===== src/rtl/controller_emulator.sv =====
// rtl/controller_emulator.sv - APB3 game-pad emulator that shifts a button image out on latch/pulse
module controller_emulator #(
  parameter int NUM_BITS   = 8,
  parameter bit IDLE_LEVEL = 1'b1
) (
  input  logic        PCLK,
  input  logic        PRESET,
  input  logic        PSEL,
  input  logic        PENABLE,
  input  logic        PWRITE,
  input  logic [31:0] PADDR,
  input  logic [31:0] PWDATA,
  output logic [31:0] PRDATA,
  output logic        PREADY,
  output logic        PSLVERR,
  input  logic        poll,
  input  logic        pulse,
  output logic        data
);

  // Counter must hold the value NUM_BITS itself, which marks "exhausted".
  localparam int CW = $clog2(NUM_BITS + 1);
  localparam logic [CW-1:0] CNT_DONE = CW'(NUM_BITS);

  localparam logic [1:0] OFS_BUTTONS = 2'd0;
  localparam logic [1:0] OFS_STATUS  = 2'd1;
  localparam logic [1:0] OFS_CTRL    = 2'd2;
  localparam logic [1:0] OFS_UNUSED  = 2'd3;

  // Console-side inputs: two synchroniser flops plus one history flop each.
  logic poll_s1, poll_s2, poll_s3;
  logic pulse_s1, pulse_s2, pulse_s3;
  logic poll_level, poll_rise, pulse_rise;

  // Software-visible state.
  logic [NUM_BITS-1:0] buttons;
  logic                enable;
  logic [7:0]          latch_count;

  // Shift engine.
  logic [NUM_BITS-1:0] shreg;
  logic [CW-1:0]       cnt;
  logic                shifting;
  logic                busy;

  // APB decode.
  logic       access;
  logic       wr;
  logic [1:0] ofs;
  logic [31:0] rdata_mux;

  // Address and data bits this slave ignores.
  logic unused_bits;
  assign unused_bits = ^{PADDR[31:4], PADDR[1:0], PWDATA[31:NUM_BITS]};

  assign access = PSEL & PENABLE;
  assign wr     = access & PWRITE;
  assign ofs    = PADDR[3:2];

  assign poll_level = poll_s2;
  assign poll_rise  = poll_s2 & ~poll_s3;
  assign pulse_rise = pulse_s2 & ~pulse_s3;

  assign shifting = (cnt < CNT_DONE);
  assign busy     = enable & shifting & ~poll_level;

  assign PREADY  = 1'b1;
  assign PSLVERR = access & (ofs == OFS_UNUSED);
  assign PRDATA  = rdata_mux;

  // Bring poll and pulse into the PCLK domain and keep one cycle of history for edges.
  always_ff @(posedge PCLK or posedge PRESET) begin
    if (PRESET) begin
      poll_s1  <= 1'b0;
      poll_s2  <= 1'b0;
      poll_s3  <= 1'b0;
      pulse_s1 <= 1'b0;
      pulse_s2 <= 1'b0;
      pulse_s3 <= 1'b0;
    end else begin
      poll_s1  <= poll;
      poll_s2  <= poll_s1;
      poll_s3  <= poll_s2;
      pulse_s1 <= pulse;
      pulse_s2 <= pulse_s1;
      pulse_s3 <= pulse_s2;
    end
  end

  // Register writes and the latch counter; a clearing write beats a coincident poll rise.
  always_ff @(posedge PCLK or posedge PRESET) begin
    if (PRESET) begin
      buttons     <= '0;
      enable      <= 1'b0;
      latch_count <= 8'd0;
    end else begin
      if (wr && ofs == OFS_BUTTONS) begin
        buttons <= PWDATA[NUM_BITS-1:0];
      end
      if (wr && ofs == OFS_CTRL) begin
        enable <= PWDATA[0];
      end
      if (wr && ofs == OFS_STATUS) begin
        latch_count <= 8'd0;
      end else if (poll_rise) begin
        latch_count <= latch_count + 8'd1;
      end
    end
  end

  // Load while latched, otherwise shift right on each pulse until the image is exhausted.
  always_ff @(posedge PCLK or posedge PRESET) begin
    if (PRESET) begin
      shreg <= '0;
      cnt   <= CNT_DONE;
    end else if (poll_level) begin
      shreg <= buttons;
      cnt   <= '0;
    end else if (pulse_rise && shifting) begin
      shreg <= shreg >> 1;
      cnt   <= cnt + CW'(1);
    end
  end

  // Registered serial output, active-low; idle level when disabled or exhausted.
  always_ff @(posedge PCLK or posedge PRESET) begin
    if (PRESET) begin
      data <= 1'b1;
    end else if (!enable) begin
      data <= IDLE_LEVEL;
    end else if (shifting) begin
      data <= ~shreg[0];
    end else begin
      data <= IDLE_LEVEL;
    end
  end

  // Read mux, driven only during the access phase.
  always_comb begin
    rdata_mux = 32'd0;
    if (access) begin
      case (ofs)
        OFS_BUTTONS: rdata_mux = 32'(buttons);
        OFS_STATUS:  rdata_mux = {16'd0, latch_count, 7'd0, busy};
        OFS_CTRL:    rdata_mux = {31'd0, enable};
        default:     rdata_mux = 32'd0;
      endcase
    end
  end

endmodule

===== config.mk =====
export PLATFORM = sky130hd
export DESIGN_NAME = controller_emulator
export DESIGN_NICKNAME = d
export VERILOG_FILES = /design/src/rtl/controller_emulator.sv
export SDC_FILE = /design/constraint.sdc
export NUM_CORES = 1
export LEC_CHECK = 0
export BUFFER_PORTS_ARGS = -buffer_cell sky130_fd_sc_hd__buf_2
export CORE_UTILIZATION = 28
export DETAILED_ROUTE_END_ITERATION = 7
export RECOVER_POWER = 100
export SLEW_MARGIN = 20
export SYNTH_ARGS = -nofsm -noshare
export SYNTH_HDL_FRONTEND = slang
export SYNTH_SLANG_ARGS = --single-unit

===== constraint.sdc =====
create_clock -name PCLK -period 2.9 [get_ports PCLK]
set_input_delay 0.58 -clock PCLK [delete_from_list [all_inputs] [get_ports PCLK]]
set_output_delay 0.58 -clock PCLK [all_outputs]
set_load 0.005 [all_outputs]

==> run_results.csv, run 1 <==
group,metric,value,unit
clock_tree,cts.sinks,36,
yosys,ys_ff_latch,36,
placement,place_inst,276,
grt,antenna_found_initial,0,
detailed_routing,firstDrtPassIters,3,
pwr,p_switching,0.000368,W
detailed_routing,wl_per_cell,11.3,um
yosys,synth_edf_count,0,
pwr,pwr-share-comb,17.5,%
finish,final_cells,284,
pwr,p_leak,0.940,nW
outcome,status,"finished, final reports clean",
detailed_routing,via_count,1225,
pwr,switching_share,28.7,%
placement,dpl_worst_slack,0.893,ns
yosys,async_flop_share,100,%
sta,hold_violations,0,
yosys,synth_commonest_cells,"dfrtp_1 (34), buf_4 (17), and2_1 (15), o21ai_0 (13), nand2_1 (11)",
sta,worst_slew_pin_slew,1.22,ns
clock_tree,cts_resized,0,
clock_tree,clkTransAtPathRegs,0.07,ns
yosys,synth.most_common_cell,"dfrtp_1",
clock_tree,cts_tree,"done",
grt,grt_overflow_total,0,
floorplan,chipWidth,82.7,um
floorplan,io_pins,106,
setup_path,critPathCaptureType,"register",
yosys,avgSynthCellArea,10.8,um2
grt,grt_pass1_vias,1097,
placement,numPortBuffers,34,
sta,finalCritPeriodShare,75.1,%
yosys,syn_inst,168,
clock_tree,clockRootBuffer,"clkbuf_8",
setup_path,critPathRequiredTime,3.11,ns
yosys,synthAdderAreaFrac,1.37,%
sta,min_period,2.18,ns
sta,maxSlewViolCount,0,
setup_path,regToRegSetupSlack,0.72,ns
detailed_routing,drc,0,
floorplan,core,6310,um2
placement,hpwl,2.25,mm
sta,max_clock_freq,459,MHz
yosys,synth_ff_type,"dfrtp_1",
floorplan,initial_utilization,28.9,%
detailed_routing,ant_nets,0,
floorplan,dieArea,6830,um2
pwr,ir_worst_vdd,246,uV
pwr,clkPwrFrac,28.1,%
clock_tree,cts_buffers,5,
sta,slew_headroom,17.7,%
clock_tree,clockBufferDepth,2,
clock_tree,cts_max_level,2,
hold_path,hold_depth,0,
floorplan,fp.dieH,82.7,um
sta,layout_setup_ws,0.723,ns
pwr,p_seq_share,54.4,%
yosys,synth_compound_area_share,6.94,%
yosys,synth_area,1820,um2
setup_path,critPathLaunchType,"register",
floorplan,rows,29,
yosys,synth_top_family_by_area,"simple AND/OR/NAND/NOR gates",
yosys,synthDominantCellAreaShare,46.7,%
sta,setup_viol,0,
hold_path,hp-class,"register to register",
finish,insertedDiodeCount,0,
finish,drive_gt1_share,25.6,%
yosys,yosys_warnings,0,
sta,fin_skew,0.00488,ns
clock_tree,cts_setup_buffers,0,
detailed_routing,totalWireLength,3.20,mm
yosys,synthTopCellsByArea,"dfrtp_1 (47%), buf_4 (7.0%), mux2_2 (5.6%)",
sta,whs,0.348,ns
yosys,synth_area_leader_cell,"dfrtp_1",
flow_run,max_cap_viol_count,0,
clock_tree,clock_latency,0.28,ns
finish,syn2layout_area_growth,13.6,%
grt,grt_max_degree,37,
yosys,synth_mux_area_share,10.5,%
yosys,synth.distinct_cells,35,
setup_path,crit_path_max_fanout,24,
setup_path,arrival,2.39,ns
yosys,synth-xor-area-share,1.92,%
finish,final_nets,279,
setup_path,reg2regPathDepth,4,
clock_tree,cts_hold_buf,0,
sta,setup_tns,0,ns
placement,gp_congestion,0.709,
grt,track_usage,10.5,%
detailed_routing,viasPerCell,4.31,
pwr,intPower,0.000916,W
pwr,power_density,620,nW/um2
yosys,ys_seq_area_share,49.6,%
sta,rsz0062_at_grt,"false",
detailed_routing,drt-initial-drc-count,30,
grt,grt_pass1_wl,5.22,mm
yosys,yosys.area_share.simple,19.4,%
setup_path,critPathKind,"register to register",
==> power groups by stage <==
stage	clock, W	sequential [W]	combinational (W)
2_1_floorplan	0	0.000679	0.000199
3_3_place_gp	0	0.000705	0.000224
3_5_place_dp	0	0.000708	0.000231
4_1_cts	0.000378	0.000699	0.000233
5_1_grt	0.000399	0.000715	0.000267
6_report	0.000361	0.000699	0.000224
==> routing by layer <==
| layer | global-route usage [%] | part of all wire, % |
|---|---|---|
| met5 | 0 | 0 |
| met4 | 4.14 | 1.3 |
| met3 | 3.41 | 6.0 |
| met2 | 15.2 | 42 |
| met1 | 14.3 | 50 |
==> through the flow <==
step,power [W],utilization [%],instance area (um2)
after floorplan,0.000878,-,1880
after global placement,0.000929,31.8,2010
after detailed placement,0.000939,31.8,2010
after CTS,0.00131,33.3,2100
after global routing,0.00138,32.8,2070
final,0.00128,32.8,2070
==> cells by family after synthesis <==
group                      Yosys count
xor gates and xnor gates             4
muxes                               18
other                                2
and+or+nand+nor                     59
buffers and inverters               26
adders and majority gates            2
AOI/OAI and AO/OA                   21
DFF                                 36
==> worst max-delay path, stage by stage, from the launching register on <==
cell	delay (ns)
dfrtp_1	0.36
clkbuf_1	0.68
nand4b_1	0.40
or4_1	0.52
a21oi_2	0.14
==> state kept, by name, indices dropped and copies added, names as in the netlist <==
register     cells
pulse_s2         1
poll_level       1
pulse_s1         1
buttons          8
latch_count      8
pulse_s3         1
enable           1
shreg            8
poll_s3          1
poll_s1          1
cnt              4
data             1
==> area by class of cell <==
type / instances / area (um2)
well taps: 77 / 96.3
multi-input cells: 121 / 781
repair buffers: 38 / 184
fillers: 670 / 4240
inverters: 4 / 15.0
clock buffers: 8 / 90.1
flip-flops and latches: 36 / 903
==> layout by cell type, fill, tap and decap left out, drive strengths merged, types with 4 or more instances in the layout <==
master,netlist,layout
a21oi,7,7
nor2,10,10
and2,16,16
xnor2,4,4
buf,21,29
dfrtp,34,34
nand2,11,11
clkbuf,1,17
inv,4,4
mux2i,9,9
conb,2,17
mux2,9,9
or3,4,4
o21ai,13,13
==> path summary, 6_finish.rpt <==
kind                            startpoint             end
min in group asynchronous           PRESET      buttons[7]
max in group asynchronous           PRESET            data
worst max register to register  poll_level  latch_count[7]
worst max-delay path            poll_level  latch_count[7]
worst min register to register    pulse_s1        pulse_s2
worst min-delay path              pulse_s1        pulse_s2
Note: power is estimated with default switching activity, not from simulation.
==> inputs of run 2 (changes only) <==
==> constraint.sdc (replaced) <==
create_clock -name PCLK -period 2.1 [get_ports PCLK]
set_input_delay 0.42 -clock PCLK [delete_from_list [all_inputs] [get_ports PCLK]]
set_output_delay 0.42 -clock PCLK [all_outputs]
set_load 0.005 [all_outputs]
==> run_results.csv, run 2 (synthesized netlist as in run 1, its figures left out) <==
group,metric,value,unit
outcome,status,"finished, final reports clean",
grt,antenna_found_initial,0,
sta,min_period,1.85,ns
setup_path,reg2regPathDepth,4,
setup_path,r2r_end,"shreg[4]",
sta,max_clock_freq,540,MHz
clock_tree,cts_buffers,5,
grt,grt_overflow_total,0,
setup_path,slowest_delay,0.46,ns
finish,insertedDiodeCount,0,
detailed_routing,wl_per_cell,11.5,um
detailed_routing,drc,0,
clock_tree,cts_hold_buf,0,
clock_tree,cts_setup_buffers,0,
grt,grt_max_degree,37,
flow_run,max_cap_viol_count,0,
floorplan,fp.dieH,82.7,um
setup_path,crit_start,"poll_level",
finish,final_nets,280,
floorplan,dieArea,6830,um2
setup_path,cpMaxStageDelayCell,"dfrtp_1",
setup_path,path_depth,4,
setup_path,critPathCaptureType,"output pin",
placement,gp_congestion,0.713,
clock_tree,cts_max_level,2,
detailed_routing,totalWireLength,3.28,mm
setup_path,cp-endpoint,"PRDATA[0]",
detailed_routing,viasPerCell,4.30,
pwr,switching_share,29.0,%
sta,setup_tns,0,ns
setup_path,critPathKind,"register to output pin",
pwr,p_switching,0.000502,W
sta,setup_viol,0,
setup_path,crit_family,"flip-flops",
clock_tree,clockBufferDepth,2,
finish,layout_common_cells,"dfrtp_1 (34), buf_2 (27), conb_1 (17)",
clock_tree,clock_latency,0.28,ns
grt,track_usage,10.6,%
clock_tree,clockRootBuffer,"clkbuf_8",
finish,syn2layout_area_growth,13.5,%
setup_path,critPathLaunchType,"register",
setup_path,crit_path_max_fanout,7,
setup_path,arrival,1.43,ns
sta,hold_violations,0,
setup_path,path_cells,"nor4b_1, o21ai_0, a21oi_1, clkbuf_1",
clock_tree,cts.sinks,36,
sta,layout_setup_ws,0.249,ns
setup_path,critical_path_buf_inv_count,1,
pwr,power_density,836,nW/um2
detailed_routing,firstDrtPassIters,4,
setup_path,critPathRequiredTime,1.68,ns
setup_path,regToRegSetupSlack,0.50,ns
grt,grt_pass1_vias,1116,
sta,slew_headroom,40.0,%
floorplan,chipWidth,82.7,um
finish,final_common_cell,"dfrtp_1",
detailed_routing,drt-initial-drc-count,33,
detailed_routing,via_count,1221,
pwr,clkPwrFrac,26.1,%
floorplan,rows,29,
clock_tree,cts_tree,"done",
sta,worst_slew_pin_slew,0.900,ns
sta,whs,0.239,ns
placement,numPortBuffers,34,
pwr,p_seq_share,55.9,%
placement,hpwl,2.31,mm
placement,placedInstanceArea,2020,um2
hold_path,hp-class,"input pin to register",
floorplan,core,6310,um2
finish,seqCellArea,903,um2
sta,fin_skew,0.00621,ns
floorplan,io_pins,106,
sta,maxSlewViolCount,0,
grt,grt_pass1_wl,5.26,mm
clock_tree,clkTransAtPathRegs,0.07,ns
finish,multi_input_area,787,um2
sta,rsz0062_at_grt,"false",
pwr,intPower,0.00123,W
pwr,p_leak,0.938,nW
sta,finalCritPeriodShare,88.1,%
finish,drive_gt1_share,26.1,%
placement,dpl_worst_slack,0.397,ns
finish,fill_cells,666,
finish,fin_util,32.7,%
pwr,pwr-share-comb,18.0,%
finish,fin_area,2070,um2
clock_tree,cts_resized,0,
finish,reg_top3,"buttons: 8 flops, latch_count: 8 flops, shreg: 8 flops",
floorplan,initial_utilization,28.9,%
detailed_routing,ant_nets,0,
pwr,ir_worst_vdd,328,uV
setup_path,reg2reg_from,"cnt[3]",
==> run 2: cell counts in the layout (fill, tap and decap cells not counted) <==
Identical to the previous run, type by type.
==> run 2: layout make-up <==
cell class / count / area share (%)
multi-input cells: 121 / 38.1
clock buffers: 7 / 3.69
inverters: 4 / 0.726
well taps: 77 / 4.66
repair buffers: 39 / 9.14
flip-flops and latches: 36 / 43.7
==> run 2: how the worst min path moves through the flow <==
| stage | from | endpoint | slack, ns | cells past startpoint |
|---|---|---|---|---|
| 2_1_floorplan | poll_s1 | poll_level | 0.33 | 0 |
| 3_3_place_gp | pulse_s1 | pulse_s2 | 0.33 | 0 |
| 3_5_place_dp | pulse_s1 | pulse_s2 | 0.33 | 0 |
| 4_1_cts | poll | poll_s1 | 0.23 | 1 |
| 5_1_grt | pulse | pulse_s1 | 0.23 | 1 |
| 6_report | poll | poll_s1 | 0.24 | 1 |
==> run 2: layer usage <==
layer  vias up  routed length, um  GRT usage, %
met4         0                 47          4.14
met1       571               1600          13.7
li1        609                  -             -
met3         5                187          3.52
met5         -                  0             0
met2        36               1440          16.1
==> run 2: per-stage QoR <==
step / total power, W / std cells
floorplan: 0.00121 / 183
global placement: 0.00128 / 277
detailed placement: 0.00130 / 277
CTS: 0.00177 / 284
global route: 0.00186 / 284
finish: 0.00173 / 284
==> run 2: power by group through the flow <==
stage / clock network [W] / logic [W] / registers (W)
2_1_floorplan: 0 / 0.000275 / 0.000938
3_3_place_gp: 0 / 0.000309 / 0.000975
3_5_place_dp: 0 / 0.000321 / 0.000981
4_1_cts: 0.000476 / 0.000323 / 0.000969
5_1_grt: 0.000507 / 0.000361 / 0.000990
6_report: 0.000451 / 0.000311 / 0.000966
==> inputs of run 3 (changes only) <==
--- a/config.mk
+++ b/config.mk
@@ -5,6 +5,7 @@
 export SDC_FILE = /design/constraint.sdc
 export NUM_CORES = 1
 export LEC_CHECK = 0
+export ABC_AREA = 1
 export BUFFER_PORTS_ARGS = -buffer_cell sky130_fd_sc_hd__buf_2
 export CORE_UTILIZATION = 28
 export DETAILED_ROUTE_END_ITERATION = 7
==> run_results.csv, run 3 <==
group,metric,value,unit
outcome,status,"finished with violations",
outcome,failed_checks,"DRC",
yosys,synth_top_family_by_area,"simple AND/OR/NAND/NOR gates",
grt,antenna_found_initial,0,
pwr,p_leak,1.02,nW
clock_tree,cts_hold_buf,0,
yosys,synthTopCellsByArea,"dfrtp_1 (45%), nand2_1 (7.3%), buf_4 (7.1%)",
finish,drive_gt1_share,16.4,%
finish,multi_input_area,741,um2
setup_path,critPathKind,"input pin to output pin",
yosys,syn_inst,224,
grt,track_usage,11.2,%
sta,worst_slew_pin_slew,0.858,ns
detailed_routing,totalWireLength,3.59,mm
floorplan,core,6460,um2
setup_path,critPathCaptureType,"output pin",
sta,finalCritPeriodShare,82.2,%
clock_tree,cts_setup_buffers,0,
setup_path,critPathLaunchType,"input pin",
floorplan,chipWidth,84.5,um
finish,final_nets,334,
detailed_routing,wl_per_cell,10.6,um
yosys,ys_seq_area_share,47.4,%
floorplan,fp.dieH,84.5,um
setup_path,critPathRequiredTime,1.68,ns
sta,setup_viol,0,
sta,layout_setup_ws,0.374,ns
yosys,synth.most_common_cell,"nand2_1",
finish,syn2layout_area_growth,10.6,%
detailed_routing,firstDrtPassIters,6,
yosys,synthDominantCellAreaShare,44.6,%
pwr,power_density,810,nW/um2
grt,grt_pass1_wl,6.31,mm
grt,grt_overflow_total,0,
sta,setup_tns,0,ns
sta,maxSlewViolCount,0,
yosys,synth-xor-area-share,1.38,%
pwr,p_switching,0.000553,W
floorplan,initial_utilization,29.5,%
yosys,yosys_warnings,0,
placement,gp_congestion,0.863,
detailed_routing,drc,2,
clock_tree,cts_max_level,2,
detailed_routing,via_count,1461,
clock_tree,cts_buffers,5,
yosys,synth_ff_type,"dfrtp_1",
yosys,synth_area_leader_cell,"dfrtp_1",
yosys,yosys.area_share.simple,27.0,%
sta,rsz0062_at_grt,"false",
setup_path,arrival,1.31,ns
placement,numPortBuffers,34,
pwr,switching_share,32.3,%
clock_tree,clkTransAtPathRegs,0.08,ns
yosys,ys_ff_latch,36,
flow_run,max_cap_viol_count,0,
floorplan,rows,29,
placement,hpwl,2.62,mm
sta,whs,0.226,ns
pwr,pwr-share-comb,17.1,%
detailed_routing,ant_nets,0,
finish,final_common_cell,"nand2_1",
placement,dpl_worst_slack,0.421,ns
hold_path,hp-class,"input pin to register",
clock_tree,cts_tree,"done",
clock_tree,clockRootBuffer,"clkbuf_8",
sta,max_clock_freq,580,MHz
detailed_routing,viasPerCell,4.31,
yosys,avgSynthCellArea,8.51,um2
yosys,synth_commonest_cells,"nand2_1 (37), dfrtp_1 (34), inv_1 (26), nor2_1 (24), buf_4 (18)",
yosys,synth.distinct_cells,28,
grt,grt_pass1_vias,1381,
grt,grt_max_degree,37,
floorplan,dieArea,7140,um2
sta,slew_headroom,42.8,%
clock_tree,clock_latency,0.30,ns
pwr,p_seq_share,52.9,%
finish,seqCellArea,903,um2
setup_path,crit_path_max_fanout,7,
sta,fin_skew,0.00729,ns
detailed_routing,drt-initial-drc-count,82,
sta,hold_violations,0,
yosys,synth_compound_area_share,8.07,%
clock_tree,cts_resized,0,
yosys,synth_mux_area_share,0,%
yosys,async_flop_share,100,%
finish,fin_util,32.7,%
yosys,synth_area,1910,um2
yosys,synthAdderAreaFrac,1.31,%
finish,insertedDiodeCount,0,
clock_tree,clockBufferDepth,2,
floorplan,io_pins,106,
sta,min_period,1.73,ns
pwr,ir_worst_vdd,370,uV
yosys,synth_edf_count,0,
pwr,clkPwrFrac,30.1,%
clock_tree,cts.sinks,36,
pwr,intPower,0.00116,W
finish,fill_cells,706,
finish,reg_top3,"buttons: 8 flops, latch_count: 8 flops, shreg: 8 flops",
finish,layout_common_cells,"nand2_1 (39), dfrtp_1 (34), inv_1 (28)",
run 3: changes by cell type after synthesis, sizes merged, moves of 4 or more:
| cell | before | now |
|---|---|---|
| nand2 | 11 | 42 |
| inv | 4 | 29 |
| nor2 | 10 | 27 |
| and2 | 16 | 0 |
| nand3 | 2 | 18 |
| nor3 | 2 | 17 |
| mux2 | 9 | 0 |
| mux2i | 9 | 0 |
| a31oi | 0 | 7 |
| o21ai | 13 | 8 |
| or3 | 4 | 0 |
| xnor2 | 4 | 0 |
run 3: power by group through the flow:
stage | Clock [W] | Sequential, W | Combinational, W
3_3_place_gp | 0 | 0.000909 | 0.000300
3_5_place_dp | 0 | 0.000911 | 0.000307
2_1_floorplan | 0 | 0.000886 | 0.000259
5_1_grt | 0.000551 | 0.000920 | 0.000341
4_1_cts | 0.000524 | 0.000900 | 0.000307
6_report | 0.000514 | 0.000903 | 0.000291
run 3: cell families after synthesis:
logic type / Yosys count
AOI/OAI and AO/OA: 23
other: 2
buffers and inverters: 51
xor gates and xnor gates: 3
adders and majority gates: 2
DFF: 36
and+or+nand+nor: 107
run 3: area by class of cell:
class,instances,share of cell area (%)
clock buffers,5,3.26
well taps,77,4.57
repair buffers,37,7.95
inverters,29,5.16
multi-input cells,152,35.1
clock inverters,3,1.13
flip-flops and latches,36,42.8
run 3: path summary, 6_finish.rpt:
check                      slack (ns)       start             end  cells past startpoint
hold reg to reg                  0.36     poll_s1      poll_level                      0
setup / recovery                 0.37    PADDR[2]       PRDATA[0]                      6
setup reg to reg                 0.68  poll_level  latch_count[2]                      6
min in group asynchronous        0.38      PRESET        shreg[3]                      3
max in group asynchronous        1.19      PRESET      buttons[2]                      3
hold / removal                   0.23        poll         poll_s1                      1
run 3: through the flow:
step / cell area (um2) / cells / total power (W)
2_1_floorplan: 1960 / 239 / 0.00115
3_3_place_gp: 2090 / 331 / 0.00121
3_5_place_dp: 2090 / 331 / 0.00122
4_1_cts: 2180 / 339 / 0.00173
5_1_grt: 2110 / 339 / 0.00181
6_report: 2110 / 339 / 0.00171
run 3: layer usage:
metal	GRT usage, %	wire (um)	up-vias	part of all wire [%]
met4	5.86	82	0	2.3
met3	3.74	220	7	6.1
li1	-	-	752	-
met1	13.7	1720	652	48
met5	0	0	-	0
met2	17.5	1570	50	44
run 3: worst max-delay path, stage by stage:
cell and delay (ns):
buf_2 0.10, inv_2 0.06, nor2_1 0.23, nand4_1 0.12, a31oi_1 0.21, clkbuf_2 0.15
